--- src/rtl/encoder_pkg.sv ---
// ----------------------------------------------------------------------------
// encoder_pkg
// Shared types and helpers for the four_to_two_event_encoder slice.
//   NUM_LINES    number of request lines handled by the encoder
//   line_idx_t   2-bit line index, emitted on {A,B}
//   highest_set  index of the most significant set bit in a line mask
// ----------------------------------------------------------------------------
package encoder_pkg;

    localparam int NUM_LINES = 4;

    typedef logic [1:0] line_idx_t;

    // Ascending scan so a higher set bit overwrites a lower one; returns 0
    // for an empty mask (callers qualify with |mask).
    function automatic line_idx_t highest_set(input logic [NUM_LINES-1:0] mask);
        line_idx_t idx;
        idx = '0;
        for (int i = 0; i < NUM_LINES; i++) begin
            if (mask[i]) begin
                idx = line_idx_t'(i);
            end
        end
        return idx;
    endfunction

endpackage

--- src/rtl/line_debounce.sv ---
// ----------------------------------------------------------------------------
// line_debounce
// One request line: optional two-flop synchronizer, debounce counter and the
// filtered level f. rise is a combinational one-cycle pulse that is high in
// the cycle whose closing clock edge moves f from 0 to 1, so the consumer
// can register the event on the same edge that f rises.
//
// Build option: ENCODER_SYNC_EN defined inserts the two-flop synchronizer;
// undefined feeds d straight into the debouncer (d must then be synchronous).
//
// Parameters
//   DEBOUNCE_CYCLES  consecutive differing cycles before f follows (1..255)
// Ports
//   clk    in   clock
//   rst_n  in   asynchronous active-low reset
//   d      in   raw request line
//   f      out  debounced level
//   rise   out  high in the cycle f is about to go 0->1
// ----------------------------------------------------------------------------
module line_debounce #(
    parameter int DEBOUNCE_CYCLES = 4
) (
    input  logic clk,
    input  logic rst_n,
    input  logic d,
    output logic f,
    output logic rise
);

    localparam int CNT_W = $clog2(DEBOUNCE_CYCLES) + 1;
    localparam logic [CNT_W-1:0] CNT_LAST = CNT_W'(DEBOUNCE_CYCLES - 1);

    logic             s;
    logic [CNT_W-1:0] cnt;
    logic             settle;

`ifdef ENCODER_SYNC_EN
    logic [1:0] sync_q;

    always_ff @(posedge clk or negedge rst_n) begin
        if (!rst_n) begin
            sync_q <= '0;
        end else begin
            sync_q <= {sync_q[0], d};
        end
    end

    assign s = sync_q[1];
`else
    assign s = d;
`endif

    // The counter only advances while s disagrees with f, so any bounce back
    // to f restarts the qualification window.
    assign settle = (s != f) && (cnt == CNT_LAST);
    assign rise   = settle & s;

    always_ff @(posedge clk or negedge rst_n) begin
        if (!rst_n) begin
            f   <= 1'b0;
            cnt <= '0;
        end else if (s == f) begin
            cnt <= '0;
        end else if (settle) begin
            f   <= s;
            cnt <= '0;
        end else begin
            cnt <= cnt + CNT_W'(1);
        end
    end

endmodule

--- src/rtl/four_to_two_event_encoder.sv ---
// ----------------------------------------------------------------------------
// four_to_two_event_encoder
// Return path for the 2-to-4 AND decoder. Each request line is debounced and
// its qualified rising edges are queued in pending[3:0]. Queued events are
// emitted highest line first as {A,B} under a valid/ready handshake, so
// feeding A,B back into the decoder selects the originating line.
//
// Build option: ENCODER_SYNC_EN adds a two-flop synchronizer per line
// (inside line_debounce); without it the lines must be synchronous to clk.
//
// Parameters
//   DEBOUNCE_CYCLES  debounce length in cycles (1..255)
// Ports
//   clk      in   clock, rising edge
//   rst_n    in   asynchronous active-low reset
//   D0..D3   in   request lines, active high
//   A, B     out  event code, A = index bit 1, B = index bit 0
//   valid    out  {A,B} holds an event
//   ready    in   consumer accepts when valid & ready at a clock edge
//   overrun  out  sticky: a line rose again before its event was taken
// ----------------------------------------------------------------------------
module four_to_two_event_encoder
    import encoder_pkg::*;
#(
    parameter int DEBOUNCE_CYCLES = 4
) (
    input  logic clk,
    input  logic rst_n,
    input  logic D0,
    input  logic D1,
    input  logic D2,
    input  logic D3,
    output logic A,
    output logic B,
    output logic valid,
    input  logic ready,
    output logic overrun
);

    logic [NUM_LINES-1:0] d_in;
    logic [NUM_LINES-1:0] f;
    logic [NUM_LINES-1:0] rise;
    logic [NUM_LINES-1:0] pending;
    logic [NUM_LINES-1:0] pending_nxt;
    logic [NUM_LINES-1:0] clr_mask;
    logic                 slot_free;
    logic                 take;
    logic                 overrun_hit;
    line_idx_t            sel_idx;

    // Filtered levels are kept on the sub-module interface for visibility
    // but the queue only needs the rise pulses.
    logic unused_f;
    assign unused_f = ^f;

    assign d_in = {D3, D2, D1, D0};

    for (genvar i = 0; i < NUM_LINES; i++) begin : g_line
        line_debounce #(
            .DEBOUNCE_CYCLES (DEBOUNCE_CYCLES)
        ) u_line_debounce (
            .clk   (clk),
            .rst_n (rst_n),
            .d     (d_in[i]),
            .f     (f[i]),
            .rise  (rise[i])
        );
    end

    // A new rise is OR-ed in after the clear, so a set and clear of the same
    // bit on one edge leaves the new event queued. Only a rise onto a bit
    // that stays set counts as an overrun.
    always_comb begin
        slot_free   = ~valid | ready;
        take        = slot_free & (|pending);
        sel_idx     = highest_set(pending);
        clr_mask    = '0;
        if (take) begin
            clr_mask[sel_idx] = 1'b1;
        end
        pending_nxt = (pending & ~clr_mask) | rise;
        overrun_hit = |(rise & pending & ~clr_mask);
    end

    always_ff @(posedge clk or negedge rst_n) begin
        if (!rst_n) begin
            pending <= '0;
            overrun <= 1'b0;
            valid   <= 1'b0;
            A       <= 1'b0;
            B       <= 1'b0;
        end else begin
            pending <= pending_nxt;
            if (overrun_hit) begin
                overrun <= 1'b1;
            end
            if (take) begin
                {A, B} <= sel_idx;
                valid  <= 1'b1;
            end else if (slot_free) begin
                // Code is left as-is so {A,B} only changes with a new event.
                valid  <= 1'b0;
            end
        end
    end

endmodule

--- config.mk ---
export PLATFORM = sky130hd
export DESIGN_NAME = four_to_two_event_encoder
export DESIGN_NICKNAME = d
export VERILOG_FILES = /design/src/rtl/encoder_pkg.sv /design/src/rtl/line_debounce.sv /design/src/rtl/four_to_two_event_encoder.sv
export SDC_FILE = /design/constraint.sdc
export NUM_CORES = 1
export LEC_CHECK = 0
export BUFFER_PORTS_ARGS = -buffer_cell sky130_fd_sc_hd__buf_2
export CAP_MARGIN = 20
export CORE_ASPECT_RATIO = 1.75
export CORE_MARGIN = 2
export CORE_UTILIZATION = 35
export CTS_CLUSTER_SIZE = 30
export DETAILED_ROUTE_END_ITERATION = 10
export GPL_ROUTABILITY_DRIVEN = 1
export PLACE_DENSITY = 0.62
export REMOVE_ABC_BUFFERS = 1
export SETUP_SLACK_MARGIN = 0.2
export SLEW_MARGIN = 5
export SYNTH_ARGS = -nofsm -noshare
export SYNTH_HDL_FRONTEND = slang
export SYNTH_SLANG_ARGS = --single-unit
--- constraint.sdc ---
create_clock -name clk -period 3.3 [get_ports clk]
set_input_delay 0.33 -clock clk [delete_from_list [all_inputs] [get_ports clk]]
set_output_delay 0.33 -clock clk [all_outputs]
set_load 0.005 [all_outputs]
# Word-level counts from Yosys, hierarchy flattened
# Cells that the tools add are included.
[op_classes] addsub=4 n_lt_le_gt_ge=2 eq_ne=12 muxes=16 bitwise=16 n_reduce_logical=12
[op_table] operator="two-way mux 3 bit" n=8
[op_table] operator="adder 3 x 1 -> 3 bit (second input constant)" n=4
[op_table] operator="bitwise AND 4 bit" n=3
[op_table] operator="equality test 3 x 2 -> 1 bit (second input constant)" n=4
[op_table] operator="AND reduction 2 bit" n=4
[op_table] operator="OR reduction 4 bit" n=2
[op_table] operator="bitwise AND 1 bit" n=5
[op_table] operator="logical AND 1 bit" n=5
[op_table] operator="inverter 1 bit" n=5
[op_table] operator="equality test 1 bit" n=4
[op_table] operator="two-way mux 1 bit" n=4
[op_table] operator="two-way mux 2 bit" n=2
[op_table] operator="two-way mux 4 bit" n=1
[op_table] operator="inequality test 1 bit" n=4
[op_table] operator="inverter 4 bit" n=1
[op_table] operator="bitwise OR 4 bit" n=1
[op_table] operator="< comparator 2 x 3 -> 1 bit (second input constant)" n=1
[op_table] operator="demux 1 bit (select 2 bit)" n=1
[op_table] operator=">= comparator 2 x 1 -> 1 bit (second input constant)" n=1
[op_table] operator="nonzero test 2 bit" n=1
[op_table] operator="bitwise OR 1 bit" n=1
[totals] register_bits=24 in_bits=7 output_inout_bits=4 word_cells=75

# Logic depth before layout (Yosys ltp)
[depth] depth_word=11 ltp_mapped=5 mapped_depth_nobuf=5

# Cells and area by module
# From an unflattened synthesis, not the netlist that was laid out.
[hier_totals] cells_unflattened=82 area_unflattened_um2=1084.8
[modules_own_cells] mod="line_debounce" instances=4 cells_per_inst=12 area_each_um2=181.4 seq_area_each_um2=100.1
[modules_own_cells] mod="four_to_two_event_encoder" instances=1 cells_per_inst=34 area_each_um2=359.1 seq_area_each_um2=200.2

# Worst setup path after synthesis
# Ideal clock, no wire load.
[synth_path] kind="flip-flop to flip-flop" from="register g_line[3].u_line_debounce.cnt[0]" to="register overrun" arrival_time_ns=1.112 required_time_ns=3.172 path_slack_ns=2.060 path_stages_with_launch=6 period_less_slack_ns=1.240 cell_sequence="dfrtp_1 ha_1 nor2b_2 a41oi_2 o21a_1 o211ai_2"
[synth_via] elab_chain_cells=6
[synth_lines] item="start, declared" line="line_debounce.sv:34" rtl="logic [CNT_W-1:0] cnt;"
[synth_lines] item="start signal, assigned" line="line_debounce.sv:68" rtl="cnt <= cnt + CNT_W'(1);"
[synth_lines] item="equality test 3 x 2 -> 1 bit" line="line_debounce.sv:55" rtl="assign settle = (s != f) && (cnt == CNT_LAST);"
[synth_lines] item="logical AND 1 bit" line="line_debounce.sv:55"
[synth_lines] item="bitwise AND 1 bit" line="line_debounce.sv:56" rtl="assign rise = settle & s;"
[synth_lines] item="bitwise AND 4 bit (2 in series)" line="four_to_two_event_encoder.sv:82" rtl="overrun_hit = |(rise & pending & ~clr_mask);"
[synth_lines] item="OR reduction 4 bit" line="four_to_two_event_encoder.sv:82"
[synth_lines] item="end signal, assigned" line="four_to_two_event_encoder.sv:88" rtl="overrun <= 1'b0;"
[synth_lines] item="end signal, assigned" line="four_to_two_event_encoder.sv:95" rtl="overrun <= 1'b1;"
[synth_lines] item="end, declared" line="four_to_two_event_encoder.sv:37" rtl="output logic overrun"
# No other way between the ends.
# A chain may end at the register's enable or synchronous reset.

# Worst setup path in the final report
# Same ends and word-level chain as after synthesis.

==> results by group <==
Setup path
  – Critical Path RT: 3.44 ns
  – Crit. End Element: flip-flop
  – Worst-path cell chain: ha_1, nor2b_2, a41oi_2, o21a_1, o211ai_2
  – Critical path class: flip-flop to flip-flop
  – Critical Path AT: 1.45 ns
  – Crit path largest cell delay: 0.39 ns
  – Slowest cell on the critical path: dfrtp_1
  – Worst-path fanout max: 4
  – Critical Path Source Type: flip-flop

CTS
  – Worst-path clk slew: 0.08 ns
  – CTS Buf Count: 3
  – CTS tree: done
  – Cells resized by post-CTS repair: 0
  – Setup Buffers After CTS: 0
  – Root Driver: clkbuf_8
  – H-Tree Depth: 1
  – Insertion delay to the later sink of the worst-skew pair: 0.26 ns
  – # hold bufs at CTS: 0
  – Clk sink count: 24
  – Clock Path Buffers: 2

Synthesis
  – FF+latch count, synth: 24
  – Synth Cell Area: 1040 µm²
  – Synth warn: 0
  – Synth Area per Inst: 13.2 µm²
  – Register area share after synthesis: 57.7%
  – Cell variety after synth: 26
  – Post-Synthesis Cells: 79

Detailed routing
  – DR vias/cell: 5.22
  – Antenna viol nets, final: 0
  – Wire per inst: 12.9 µm
  – Initial DRC count: 5
  – Post-route DRC: 0
  – Initial DRT Pass Iterations: 3
  – Routed via count: 621
  – Post-Route WL: 1540 µm

Run status
  – Status: complete, no violations

GRT
  – Total track usage: 10.8%
  – Largest net degree at the start of global routing: 25
  – Vias in the first global route: 658
  – Congestion Overflow GR: 0
  – First-pass GRT wire length: 2780 µm
  – Initial antenna violation count: 0

Place
  – Post-DP HPWL: 1200 µm
  – Number of port buffers: 10
  – GP Congestion: 0.695

Cells and area
  – Ant diodes: 0
  – Final nets: 104
  – Final Util: 40.4%
  – Most common cell after layout, fill and taps aside: dfrtp_1
  – Sequential Area: 601 µm²
  – Most frequent cells in the layout: 24 x dfrtp_1, 10 x buf_2, 7 x nor2b_1, 5 x nor3b_1
  – Layout cell share with drive strength beyond 1: 27.5%
  – Synth-to-Final Area Change: 11.1%
  – Area of the multi-input gates: 425 µm²
  – Filler cell count in the final layout: 285

Die
  – Die width: 45.2 µm
  – Die height: 76.1 µm
  – Starting Density: 36.4%
  – Row count: 26
  – I/O Pins: 11
  – Core area: 2860 µm²
  – Die ar.: 3440 µm²

Timing
  – Final hold vios: 0
  – Final Critical Period: 1.30 ns
  – Tightest Pin Transition: 0.525 ns
  – RSZ-0062 raised after global routing: false
  – Fmax: 767 MHz
  – Final Cycle Share: 39.5%
  – Setup TNS: 0 ns
  – Layout Skew: 0.00556 ns
  – Max Slew Vio Count: 0
  – Slew HR: 65.0%
  – Final setup fails: 0

Power and ir drop
  – LEAKAGE: 0.538 nW
  – Peak VDD IR: 314 µV
  – Pwr per Cell Area: 716 nW/µm²

Worst hold path
  – Min-delay worst type: input pin to async pin

Run
  – MaxCap Viol Count: 0
==> worst paths after layout <==
| path | cells past startpoint | slack (ns) | end | startpoint |
|---|---|---|---|---|
| worst max-delay path | 5 | 2.00 | overrun | g_line[3].u_line_debounce.cnt[0] |
| worst min-delay path | 1 | 0.04 | g_line[1].u_line_debounce.cnt[0] | rst_n |
| worst max register to register | 5 | 2.00 | overrun | g_line[3].u_line_debounce.cnt[0] |
| worst min register to register | 1 | 0.45 | g_line[2].u_line_debounce.cnt[0] | g_line[2].u_line_debounce.cnt[0] |
| max in group asynchronous | 1 | 2.90 | g_line[2].u_line_debounce.f | rst_n |
| min in group clk | 2 | 0.35 | g_line[1].u_line_debounce.f | D1 |
==> critical path, delay by kind of cell, from the launching register on <==
kind | cells | cell delay (ns)
AO/OA/AOI/OAI | 3 | 0.42
flip-flops | 1 | 0.39
adder cells (fa/ha/maj) | 1 | 0.21
AND/OR/NAND/NOR | 1 | 0.18
==> state kept, by name, indices dropped and copies added (netlist names) <==
register	count
g_line.u_line_debounce.cnt	12
overrun	1
pending	4
valid	1
g_line.u_line_debounce.f	4
A	1
B	1
==> per-layer routing <==
| layer | routed length, µm | share of wire, % | track usage, % | vias to the layer above |
|---|---|---|---|---|
| met3 | 33 | 2.1 | 2.13 | 2 |
| met5 | 0 | 0 | 0 | - |
| met2 | 863 | 56 | 17.7 | 6 |
| met1 | 621 | 40 | 12.3 | 315 |
| met4 | 17 | 1.1 | 6.18 | 0 |
| li1 | - | - | - | 298 |
==> cell families after synthesis <==
family | count (synthesis) | share of synthesized area [%]
xor+xnor | 4 | 3.37
simple gates | 29 | 19.0
buf+inv | 2 | 1.44
fa+ha+maj | 4 | 4.81
mux | 5 | 5.29
compound gates | 11 | 8.41
flops | 24 | 57.7
==> metrics by stage <==
step	instances	power, mW	worst slack [ns]	area (µm²)	hold slack [ns]
after CTS	119	0.847	1.97	1160	0.0603
after detailed placement	116	0.679	1.98	1110	0.346
after global placement	116	0.662	2.03	1110	0.335
final	119	0.827	2.00	1160	0.0397
after global routing	119	0.902	1.92	1160	0.0797
after floorplan	78	0.606	2.06	1030	0.0344
==> synthesized netlist by cell type (all sizes together) <==
cell type / number / area (µm²)
dfrtp: 24 / 601
nor2b: 11 / 83.8
o21a: 1 / 7.51
nand4: 1 / 6.26
xnor2: 4 / 35.0
mux2i: 1 / 10.0
buf: 1 / 11.3
nor3: 4 / 20.0
nor3b: 5 / 37.5
ha: 4 / 50.1
o211ai: 1 / 12.5
a41oi: 1 / 16.3
nor2: 2 / 7.51
inv: 1 / 3.75
a21oi: 1 / 5.00
a22o: 2 / 17.5
nand3b: 2 / 15.0
mux2: 4 / 45.0
nand2b: 2 / 20.0
nand2: 2 / 7.51
o21ai: 5 / 28.8
==> where the power goes <==
group | internal, mW | switching [mW]
sequential | 0.380 | 0.0521
combinational | 0.126 | 0.105
clock | 0.0813 | 0.0825
==> cell type report <==
class                      count  share of cell area, %
clock buffer                   3                   3.57
inverter                       1                  0.325
multi-input combinational     53                   36.8
sequential                    24                   51.9
tap                           28                   3.03
timing repair buffer          10                   4.33
Note: power is estimated with default switching activity, not from simulation.
